`src/rtl/sprite_pixel_fetch.sv`:
```
// Sprite ROM address generator and three-stage output aligner.
// Beam coordinates in; colour, hit and opaque flags out exactly three clocks later.
module sprite_pixel_fetch #(
    parameter int          SPR_W      = 20,
    parameter int          SPR_H      = 20,
    parameter int          ADDR_W     = 9,
    parameter int          SCALE_LOG2 = 0,
    parameter logic [7:0]  KEY_COLOR  = 8'd255
) (
    input  logic              clock,
    input  logic              reset,
    input  logic              frame_start,
    input  logic [10:0]       sprite_x,
    input  logic [10:0]       sprite_y,
    input  logic              h_flip,
    input  logic [10:0]       hcount,
    input  logic [10:0]       vcount,
    input  logic              pix_valid,
    output logic [ADDR_W-1:0] rom_addr,
    input  logic [7:0]        rom_q,
    output logic [7:0]        pix_out,
    output logic              sprite_hit,
    output logic              sprite_opaque,
    output logic              out_valid
);

    localparam logic [11:0]       FOOT_W  = 12'(SPR_W << SCALE_LOG2);
    localparam logic [11:0]       FOOT_H  = 12'(SPR_H << SCALE_LOG2);
    localparam logic [ADDR_W-1:0] SPR_W_A = ADDR_W'(SPR_W);
    localparam logic [ADDR_W-1:0] COL_MAX = ADDR_W'(SPR_W - 1);

    logic [10:0]       x_lat_q, x_lat_d, y_lat_q, y_lat_d;
    logic              flip_lat_q, flip_lat_d;
    logic [ADDR_W-1:0] rom_addr_q, rom_addr_d;
    logic              hit_d1_q, hit_d1_d, valid_d1_q, valid_d1_d;
    logic              hit_d2_q, hit_d2_d, valid_d2_q, valid_d2_d;
    logic [7:0]        pix_out_q, pix_out_d;
    logic              sprite_hit_q, sprite_hit_d;
    logic              sprite_opaque_q, sprite_opaque_d;
    logic              out_valid_q, out_valid_d;

    logic [11:0]       dx_s, dy_s;
    logic              inside_s;
    logic [ADDR_W-1:0] col_raw_s, col_s, row_s;

    // Offsets are 12-bit two's complement so a sprite hanging past 2047 never wraps onto low hcount.
    always_comb begin
        dx_s      = {1'b0, hcount} - {1'b0, x_lat_q};
        dy_s      = {1'b0, vcount} - {1'b0, y_lat_q};
        inside_s  = pix_valid && !dx_s[11] && !dy_s[11] && (dx_s < FOOT_W) && (dy_s < FOOT_H);
        col_raw_s = ADDR_W'(dx_s >> SCALE_LOG2);
        row_s     = ADDR_W'(dy_s >> SCALE_LOG2);
        col_s     = flip_lat_q ? (COL_MAX - col_raw_s) : col_raw_s;

        x_lat_d    = frame_start ? sprite_x : x_lat_q;
        y_lat_d    = frame_start ? sprite_y : y_lat_q;
        flip_lat_d = frame_start ? h_flip   : flip_lat_q;

        rom_addr_d = inside_s ? (row_s * SPR_W_A + col_s) : {ADDR_W{1'b0}};
        hit_d1_d   = inside_s;
        valid_d1_d = pix_valid;

        hit_d2_d   = hit_d1_q;
        valid_d2_d = valid_d1_q;

        pix_out_d       = hit_d2_q ? rom_q : 8'd0;
        sprite_hit_d    = hit_d2_q;
        sprite_opaque_d = hit_d2_q && (rom_q != KEY_COLOR);
        out_valid_d     = valid_d2_q;
    end

    // Position latch and the three pipeline stages; reset flushes every in-flight pixel.
    always_ff @(posedge clock or posedge reset) begin
        if (reset) begin
            x_lat_q         <= 11'd0;
            y_lat_q         <= 11'd0;
            flip_lat_q      <= 1'b0;
            rom_addr_q      <= {ADDR_W{1'b0}};
            hit_d1_q        <= 1'b0;
            valid_d1_q      <= 1'b0;
            hit_d2_q        <= 1'b0;
            valid_d2_q      <= 1'b0;
            pix_out_q       <= 8'd0;
            sprite_hit_q    <= 1'b0;
            sprite_opaque_q <= 1'b0;
            out_valid_q     <= 1'b0;
        end else begin
            x_lat_q         <= x_lat_d;
            y_lat_q         <= y_lat_d;
            flip_lat_q      <= flip_lat_d;
            rom_addr_q      <= rom_addr_d;
            hit_d1_q        <= hit_d1_d;
            valid_d1_q      <= valid_d1_d;
            hit_d2_q        <= hit_d2_d;
            valid_d2_q      <= valid_d2_d;
            pix_out_q       <= pix_out_d;
            sprite_hit_q    <= sprite_hit_d;
            sprite_opaque_q <= sprite_opaque_d;
            out_valid_q     <= out_valid_d;
        end
    end

    assign rom_addr      = rom_addr_q;
    assign pix_out       = pix_out_q;
    assign sprite_hit    = sprite_hit_q;
    assign sprite_opaque = sprite_opaque_q;
    assign out_valid     = out_valid_q;

endmodule

```
`config.mk`:
```
export PLATFORM = sky130hd
export DESIGN_NAME = sprite_pixel_fetch
export DESIGN_NICKNAME = d
export VERILOG_FILES = /design/src/rtl/sprite_pixel_fetch.sv
export SDC_FILE = /design/constraint.sdc
export NUM_CORES = 1
export LEC_CHECK = 0
export BUFFER_PORTS_ARGS = -buffer_cell sky130_fd_sc_hd__buf_2
export CORE_MARGIN = 3
export CORE_UTILIZATION = 59
export DETAILED_ROUTE_END_ITERATION = 10
export GPL_TIMING_DRIVEN = 0
export PLACE_DENSITY_LB_ADDON = 0.15
export SETUP_SLACK_MARGIN = 0.15
export SLEW_MARGIN = 20
export SYNTH_ARGS = -nofsm -noshare
export SYNTH_HDL_FRONTEND = slang
export SYNTH_SLANG_ARGS = --single-unit
```
`constraint.sdc`:
```
create_clock -name clock -period 6.3 [get_ports clock]
set_input_delay 0.945 -clock clock [delete_from_list [all_inputs] [get_ports clock]]
set_output_delay 0.945 -clock clock [all_outputs]
set_load 0.05 [all_outputs]
```
# == Yosys cells after proc, flatten, opt, wreduce, memory -nomap -nowiden ==
# Index checks and enable logic that the tools add are counted.
# op_classes
addsub,4
n_mul,1
order_cmp,2
eq_ne,1
muxes,3
n_reduce_logical,7
# op_table
operator,count
"less-than comparator 12 x 5 -> 1 bit, second input constant",2
subtractor 11 x 11 -> 12 bit,2
2-to-1 mux 9 bit,2
adder 9 bit,1
"multiplier 9 x 3 -> 7 bit, second input constant",1
"subtractor 5 x 9 -> 9 bit, first input constant",1
2-to-1 mux 8 bit,1
"inequality test 8 bit, second input constant",1
logical AND 1 bit,5
zero test 1 bit,2
# totals
reg_bits,47
in_bits,57
out_inout_bits,20
wordCells,30

# == Logic depth before layout (Yosys ltp) ==
# depth
word_depth,7
ltp_mapped,21
mapped_depth_nobuf,21

# == Worst setup path after synthesis ==
# No wires, ideal clock.
# synth_path
path_kind,in2reg
from,input port vcount[0]
to,"register rom_addr_q[8], in the netlist rom_addr[8]"
setup_time_ps,73
arrival_time_ps,4437
t_required_ps,6227
setup_slack_ps,1790
path_stages,21
n_path_buf,0
path_cell_list,inv_1 > ha_1 > inv_1 > fa_1 > nand3_1 > and2_1 > xnor2_1 > inv_1 > ha_1 > inv_1 > fa_1 > inv_1 > ha_1 > o21ai_0 > o21bai_1 > a21oi_1 > xnor3_1 > xor3_1 > xnor2_1 > nand4_1 > nor2b_1
# synth_via
elab_chain_len,6
elab_cells_between_ends,9
cone_classes,add/sub (2); mul (1); order compare (1); mux (1); reduce/logical (4)
# synth_lines
element,line,source
from (decl),17,"input logic [10:0] vcount,"
subtractor 11 x 11 -> 12 bit *,49,"dy_s = {1'b0, vcount} - {1'b0, y_lat_q};"
branches (longest 4 deep; another with multiplier 9 x 3 -> 7 bit),--,
2-to-1 mux 9 bit *,59,rom_addr_d = inside_s ? (row_s * SPR_W_A + col_s) : {ADDR_W{1'b0}};
named net rom_addr_d[8],34,"logic [ADDR_W-1:0] rom_addr_q, rom_addr_d;"
to (signal assigned),78,rom_addr_q <= {ADDR_W{1'b0}};
to (signal assigned),91,rom_addr_q <= rom_addr_d;
to (decl),34,
# Mark *: on every way through the listed nets, which the timed path passes.
# A chain may end at the register's enable or synchronous reset.

# == Final worst setup path ==
# Same ends and word-level chain as after synthesis.

==> impl_metrics.toml <==
[power_and_ir_drop]
pwr-share-seq_pct = 27.7
combPwrFrac_pct = 55.7
switchingPower_uw = 447
intPower_uw = 707
power.leakage_uw = 0.00202
powerDensity_nw_per_um2 = 293
clockPowerShare_pct = 16.6
sw_frac_of_total_pct = 38.8
irDropWorstVdd_v = 0.000183

[synthesis]
synth_fp_nets = 460
avgSynthCellArea_um2 = 9.31
ys_warn_count = 0
synth_area_leaders = "dfrtp_1 35%, ha_1 14%, o21ai_0 4.5%"
synth_commonest_cells = "47 x dfrtp_1, 37 x ha_1, 37 x inv_1"
synth-edff-count = 0
synthMuxAreaShare_pct = 1.34
ys_ff_latch = 47
yosysTopAreaCell = "dfrtp_1"
yosysSeqAreaShare_pct = 34.9
synthesis.instances = 362
yosysMostFrequentCell = "dfrtp_1"
synthAdderAreaFrac_pct = 16.1
synth-compound-area-share_pct = 16.9
synth_top_family_by_area = "compound AO/OA/AOI/OAI gates"
synth-async-reset-ratio_pct = 100
synthSimpleGateAreaFrac_pct = 16.7
synth_flop_cell = "dfrtp_1"
synth.top_cell.area_share_pct = 34.9
syn_area_um2 = 3370
synth-xor-area-share_pct = 8.61
synth.distinct_cells = 50

[sta]
worstMarginPinSlew_ps = 607
max_freq_ghz = 0.213
post-route-period-util_pct = 74.6
period_minus_slack_ps = 4700
whs_ps = 358
hold_viol_final = 0
worst_clock_skew_ps = 7.50
setup_violations = 0
fin_tns_setup_ps = 0
relSlewSlack_pct = 59.3
rsz0062_at_grt = "no"
drv_slew = 0

[clock_tree]
insertion_delay_ps = 310
clockBufferDepth = 2
tritoncts = "built"
clock_sinks = 47
cts_htree_levels = 2
hold_buffers = 0
cts_buffers = 5
cts_root_buf = "clkbuf_8"
cts_resized = 0
clk_pin_slew_ps = 100
cts_setup_buffers = 0

[worst_hold_path]
hp-class = "reg -> reg"

[die]
core_um2 = 5300
io_pins = 77
rows = 26
initial_utilization_pct = 63.5
die-width_um = 81.6
design.die.area_um2 = 6650
die_h_um = 81.6

[cells_and_area]
num_antenna_cells = 0
final_nets = 543
areaGrowthSynthToFinish_pct = 17.1
n_fill_cell = 393
drive_gt1_share_pct = 22.0
fin_util_pct = 74.4

[drt]
totalWireLength_um = 7040
wire_per_inst_um = 13.6
dr.pass1.iters = 4
via_count = 2793
avgViaCountPerCell = 5.41
drcViolationCount = 0
drtAntennaViolNets = 0
drt-initial-drc-count = 97

[setup_path]
cp_cell_sequence = "buf_2 -> inv_1 -> ha_1 -> inv_1 -> fa_1 -> nand3_1 -> and2_1 -> xnor2_1 -> inv_1 -> ha_1 -> inv_1 -> fa_1 -> inv_1 -> ha_1 -> o21ai_0 -> o21bai_1 -> a21oi_1 -> xnor3_1 -> xor3_1 -> xnor2_1 -> nand4_1 -> nor2b_1"
cp-start-kind = "input port"
crit_arrival_ps = 4930
cp_slowest_stage_delay_ps = 530
critPathCaptureType = "register"
worstSetupPathType = "in -> reg"
critical_path_required_ps = 6530
path_common_cell = "inv_1"
critPathSlowestCell = "fa_1"
crit_path_max_fanout = 4

[run_status]
status = "finished, final reports clean"

[global_routing]
grt_max_degree = 31
grt_pass1_wl_um = 12000
grt_overflow = 0
grt_use_total_pct = 22.9
antenna_found_initial = 0
grt_pass1_vias = 2707

[job]
drv_cap = 0

[placement]
port_buffers = 75
hpwl_um = 5560
place.gp.congestion = 0.854
cells in the final DEF, fill, tap and decap left out, types with 12 or more instances in the layout:
cell type,count
buf_2,77
dfrtp_1,47
ha_1,37
inv_1,36
nand2_1,34
o21ai_0,30
a21oi_1,19
xnor2_1,16
nor2b_1,13
nor2_1,12
nand4_1,12
worst paths after layout:
kind	start	to	slack, ps	cells after the start
setup / recovery	vcount[0]	rom_addr[8]$_DFF_PP0_	1600	22
hold / removal	out_valid_d$_DFF_PP0_	out_valid$_DFF_PP0_	360	0
setup reg to reg	y_lat_q[0]$_DFFE_PP0P_	rom_addr[8]$_DFF_PP0_	2010	20
hold reg to reg	out_valid_d$_DFF_PP0_	out_valid$_DFF_PP0_	360	0
max in group asynchronous	reset	y_lat_q[4]$_DFFE_PP0P_	5200	3
min in group asynchronous	reset	x_lat_q[2]$_DFFE_PP0P_	610	2
sequential cells by signal (all words and copies together) (netlist names):
register       count
y_lat_q           11
sprite_opaque      1
out_valid_d        1
flip_lat_q         1
out_valid          1
x_lat_q           11
valid_d1_q         1
pix_out            8
hit_d2_q           1
sprite_hit         1
rom_addr           9
hit_d1_q           1
area by class of cell:
| cell class | count | area (µm²) | area share, % |
|---|---|---|---|
| well taps | 70 | 87.6 | 2.22 |
| plain buffers | 11 | 43.8 | 1.11 |
| clock buffers | 5 | 68.8 | 1.74 |
| multi-input cells | 267 | 2010 | 51.0 |
| inverters | 37 | 139 | 3.52 |
| flip-flops and latches | 47 | 1180 | 29.8 |
| clock inverters | 3 | 23.8 | 0.603 |
| repair buffers | 76 | 395 | 10.0 |
through the flow:
step / setup WS (ps) / std cells / area, µm² / total power (µW)
final: 1600 / 516 / 3950 / 1150
after global routing: 1290 / 516 / 3950 / 1250
after CTS: 1620 / 516 / 3950 / 1160
after detailed placement: 1300 / 508 / 3850 / 958
after global placement: 1400 / 507 / 3830 / 932
after floorplan: 1790 / 362 / 3370 / 839
power by group through the flow:
stage / logic, µW / clock network, µW / registers (µW)
2_1_floorplan: 513 / 0 / 326
3_3_place_gp: 607 / 0 / 325
3_5_place_dp: 632 / 0 / 326
4_1_cts: 641 / 197 / 320
5_1_grt: 720 / 209 / 321
6_report: 643 / 192 / 320
per-layer routing:
layer | track usage (%) | up-vias | part of all wire, %
met1 | 30.0 | 1293 | 45
li1 | - | 1426 | -
met4 | 5.81 | 0 | 1.1
met3 | 3.62 | 8 | 5.0
met5 | 0 | - | 0
met2 | 39.7 | 66 | 48
worst max-delay path: cells and delay by family:
kind,cells,cell delay [ps]
buffers and inverters,6,380
AO/OA/AOI/OAI,3,380
AND/OR/NAND/NOR,4,560
adder cells (fa/ha/maj),5,1780
XOR/XNOR,4,860
logic make-up after synthesis:
group	Yosys count
buf+inv	48
fa+ha+maj	41
xor+xnor	29
compound gates	89
mux	4
flops	47
simple gates	104
Note: power is estimated with default switching activity, not from simulation.
